===== src/rtl/gestor_puertas.sv =====
// Request latch and door open/dwell/close sequencer for the 4-floor lift.
// Latency: button to s is 1 cycle; trigger to door motion is 1 cycle; esperar is combinational.
// Backpressure: esperar freezes the movement algorithm while the door is not closed.
module gestor_puertas #(
    parameter int T_ABRIR   = 50,
    parameter int T_ABIERTA = 200,
    parameter int T_CERRAR  = 50
) (
    input  logic       clk,
    input  logic       rst_n,
    input  logic [9:0] botones,
    input  logic [3:0] estado,
    input  logic       sensor_obstaculo,
    input  logic       boton_abrir,
    output logic [9:0] s,
    output logic       esperar,
    output logic [1:0] motor_puerta,
    output logic       puerta_abierta
);

    typedef enum logic [1:0] {CERRADA, ABRIENDO, ABIERTA, CERRANDO} puerta_t;

    localparam logic [15:0] C_ABRIR   = 16'(T_ABRIR - 1);
    localparam logic [15:0] C_ABIERTA = 16'(T_ABIERTA - 1);
    localparam logic [15:0] C_CERRAR  = 16'(T_CERRAR - 1);

    localparam logic [1:0] MOT_OFF   = 2'b00;
    localparam logic [1:0] MOT_ABRIR = 2'b01;
    localparam logic [1:0] MOT_CERR  = 2'b10;

    puerta_t     st;
    logic [15:0] cnt;
    logic [9:0]  mascara;
    logic        abrir_pend;
    logic        reabrir;

    // Requests served at the current floor: cabin call plus the hall call in the travel direction.
    always_comb begin
        mascara = 10'h000;
        case (estado[1:0])
            2'd0:    mascara = 10'h041;
            2'd1:    mascara = estado[2] ? 10'h084 : 10'h082;
            2'd2:    mascara = estado[2] ? 10'h110 : 10'h108;
            default: mascara = 10'h220;
        endcase
    end

    assign abrir_pend = (st == CERRADA) && !estado[3] && ((|(s & mascara)) || boton_abrir);
    assign reabrir    = sensor_obstaculo || boton_abrir || (|(botones & mascara));
    assign esperar    = (st != CERRADA) || abrir_pend;

    always_ff @(posedge clk or negedge rst_n) begin
        if (!rst_n) begin
            s <= 10'h000;
        end else if (abrir_pend) begin
            s <= (s | botones) & ~mascara;
        end else if (st != CERRADA) begin
            s <= s | (botones & ~mascara);
        end else begin
            s <= s | botones;
        end
    end

    always_ff @(posedge clk or negedge rst_n) begin
        if (!rst_n) begin
            st             <= CERRADA;
            cnt            <= 16'd0;
            motor_puerta   <= MOT_OFF;
            puerta_abierta <= 1'b0;
        end else begin
            case (st)
                CERRADA: begin
                    if (abrir_pend) begin
                        st           <= ABRIENDO;
                        cnt          <= C_ABRIR;
                        motor_puerta <= MOT_ABRIR;
                    end
                end
                ABRIENDO: begin
                    if (cnt == 16'd0) begin
                        st             <= ABIERTA;
                        cnt            <= C_ABIERTA;
                        motor_puerta   <= MOT_OFF;
                        puerta_abierta <= 1'b1;
                    end else begin
                        cnt <= cnt - 16'd1;
                    end
                end
                ABIERTA: begin
                    if (reabrir) begin
                        cnt <= C_ABIERTA;
                    end else if (cnt == 16'd0) begin
                        st             <= CERRANDO;
                        cnt            <= C_CERRAR;
                        motor_puerta   <= MOT_CERR;
                        puerta_abierta <= 1'b0;
                    end else begin
                        cnt <= cnt - 16'd1;
                    end
                end
                default: begin
                    // A reopen request beats the end of the closing stroke.
                    if (reabrir) begin
                        st           <= ABRIENDO;
                        cnt          <= C_ABRIR;
                        motor_puerta <= MOT_ABRIR;
                    end else if (cnt == 16'd0) begin
                        st           <= CERRADA;
                        motor_puerta <= MOT_OFF;
                    end else begin
                        cnt <= cnt - 16'd1;
                    end
                end
            endcase
        end
    end

endmodule


===== config.mk =====
export PLATFORM = sky130hd
export DESIGN_NAME = gestor_puertas
export DESIGN_NICKNAME = d
export VERILOG_FILES = /design/src/rtl/gestor_puertas.sv
export SDC_FILE = /design/constraint.sdc
export NUM_CORES = 1
export LEC_CHECK = 0
export CAP_MARGIN = 10
export CORE_AREA = 10 10 74 76
export DETAILED_ROUTE_END_ITERATION = 6
export DIE_AREA = 0 0 84 86
export PLACE_DENSITY = 0.86
export SLEW_MARGIN = 20
export SYNTH_ARGS = -nofsm -noshare
export SYNTH_HDL_FRONTEND = slang
export SYNTH_SLANG_ARGS = --single-unit

===== constraint.sdc =====
create_clock -name clk -period 7 [get_ports clk]
set_input_delay 1.75 -clock clk [delete_from_list [all_inputs] [get_ports clk]]
set_output_delay 1.75 -clock clk [all_outputs]
set_load 0.01 [all_outputs]

==> out/results.tsv <==
metric	value	unit
I/O pin cnt	32	
top-count cell post-synth	dfrtp_1	
Cell Chain, Critical Path	clkdlybuf4s50_1, or3_1, a211oi_1, o21a_1, o21a_1, inv_2, clkdlybuf4s50_1	
TritonCTS clock tree	done	
Final Max Slew Viols	0	
Synth async-reset ratio	100	%
post-CTS resize count	0	
Cell variety after synth	62	
Crit. End Element	output port	
setup bufs post-CTS	0	
final WL	5500	um
detailed placer's ending HPWL	4020	um
final-report setup violation count	0	
Die X	84	um
HP Class	flop to flop	
Placeable Area	0.00397	mm2
Post-synth EDFFs	0	
clock root buffer	clkbuf_8	
placed cells	313	
slowest CP cell	clkdlybuf4s50_1	
post-synthesis cell area	0.00216	mm2
top cell family by delay on the critical path	buffers and inverters	
Nets	294	
Clock transition at path regs	0.06	ns
initial antenna violation count	0	
Cells after Synth	240	
Worst slew margin	58.7	%
post-DR wirelength/cell	17.1	um
routed vias/inst	6.32	
Chip Height	86	um
type of the worst setup path	input pin to output port	
clock latency on the worst-skew pair	0.28	ns
H-tree depth	2	
Cell Count, Final, Fillers Out	321	
worst vdd ir	0.200	mV
Synth area leaders	dfrtp_1, o21ai_0, a21oi_1	
synthesized area per cell	9.00	um2
worst path required time	5.25	ns
largest area contributor in the netlist	dfrtp_1	
vias in the first global route	1969	
total global routing track utilization	15.7	%
Synth top area share	35.9	%
# hold bufs at CTS	0	
layout cells sized above 1	12.9	%
Initial DRC Count	315	
FMAX	169	MHz
Largest stage delay, worst path	0.63	ns
Worst Clk Skew	0.00847	ns
antenna cells	0	
via count	2030	
GRT Residual Overflow	0	
area added between synthesis and finish	18.6	%
DRC viols	0	
# clock sinks	31	
ANT nets after route	0	
max-cap violation count	0	
synth warn	0	
RSZ-0062 raised after global routing	no	
endpoints failing hold	0	
Syn Nets	264	
static leakage	0.00104	uW
router iterations before antenna repair	4	
Setup TNS	0	ns
Startpoint Class	input pin	
site row count	23	
die area	0.00722	mm2
Synth Register Bits	31	
Arr. time, crit path	4.18	ns
global-route wire length before repair	9520	um
CP Max Fanout	14	
crit path time final	5.93	ns
Main synth FF type	dfrtp_1	
total CTS buffers	5	
port buffer count	31	
register area share after synthesis	35.9	%
status	finished clean	
worst path bufs/invs	3	
largest net degree at the start of global routing	32	
final period utilization	84.8	%
Synth top cells by count	dfrtp_1, nor2_1, o21ai_0	
Worst-Margin Slew	0.614	ns
Clock Path Buffers	2	
pwr dens	375	mW/mm2
initial core utilization	54.4	%
GP Congestion	0.840	
[routing by layer]
metal	track usage (%)	up-vias	wire, um
met5	0	-	0
met1	20.0	979	2480
met3	4.35	14	372
met4	6.54	0	107
met2	24.4	75	2550
li1	-	962	-
[kinds of logic (layout without fill, tap and decap cells)]
kind of cell | count (synthesis) | count (layout) | share of synthesized area [%]
flip-flops | 31 | 31 | 35.9
multiplexers | 5 | 5 | 2.61
buffers and inverters | 20 | 51 | 4.69
AO/OA/AOI/OAI | 93 | 93 | 31.7
adder cells (fa/ha/maj) | 6 | 6 | 3.47
AND/OR/NAND/NOR | 85 | 85 | 21.7
[sequential cells by signal, summed over array words and instances, names as in the netlist]
| name | cells |
|---|---|
| cnt | 16 |
| s | 10 |
| motor_puerta | 2 |
| st | 2 |
| puerta_abierta | 1 |
[cells in the final DEF, fill, tap and decap left out, types with 4 or more instances in the layout]
master | netlist | layout
o21ai_2 | 4 | 4
o21a_1 | 4 | 4
or3_1 | 4 | 4
nand2b_1 | 5 | 5
a21oi_1 | 19 | 19
clkdlybuf4s50_1 | 0 | 31
o21ai_0 | 23 | 23
inv_1 | 9 | 9
a31oi_1 | 7 | 7
nor2_1 | 25 | 25
dfrtp_1 | 31 | 31
ha_1 | 6 | 6
mux2_2 | 5 | 5
nand3_1 | 4 | 4
nand2_1 | 12 | 12
nor3_1 | 9 | 9
clkbuf_8 | 0 | 5
a22o_1 | 4 | 4
[layout make-up]
cell class | instances | area [um2]
multi-input combinational | 189 | 1280
fill | 330 | 1410
clock inverter | 1 | 5.00
tap | 50 | 62.6
clock buffer | 7 | 76.3
timing repair buffer | 32 | 318
sequential | 31 | 776
inverter | 11 | 41.3
[where the power goes]
group	leakage [uW]	internal, uW	switching (uW)
Clock	0.0000422	69.6	65.5
Sequential	0.000368	226	52.2
Combinational	0.000633	232	316
[path summary, 6_finish.rpt]
| kind | startpoint | end | slack [ns] | cells after the start |
|---|---|---|---|---|
| max | estado[0] | esperar | 1.07 | 7 |
| min | s[7] | s[7] | 0.53 | 1 |
| max reg2reg | cnt[6] | cnt[9] | 4.35 | 7 |
| min reg2reg | s[7] | s[7] | 0.53 | 1 |
| max in group asynchronous | rst_n | s[6] | 4.83 | 2 |
| min in group asynchronous | rst_n | s[3] | 1.86 | 2 |
[metrics by stage]
stage	area (um2)	setup slack (ns)	total power, uW	hold WS (ns)	util, %
floorplan	2160	2.35	686	0.488	-
global placement	2480	1.21	801	0.503	62.5
detailed placement	2480	1.13	817	0.511	62.5
CTS	2560	1.11	957	0.526	64.5
global route	2560	0.932	1040	0.546	64.5
finish	2560	1.07	961	0.526	64.5
No activity file was read; power rests on OpenSTA's default activity.
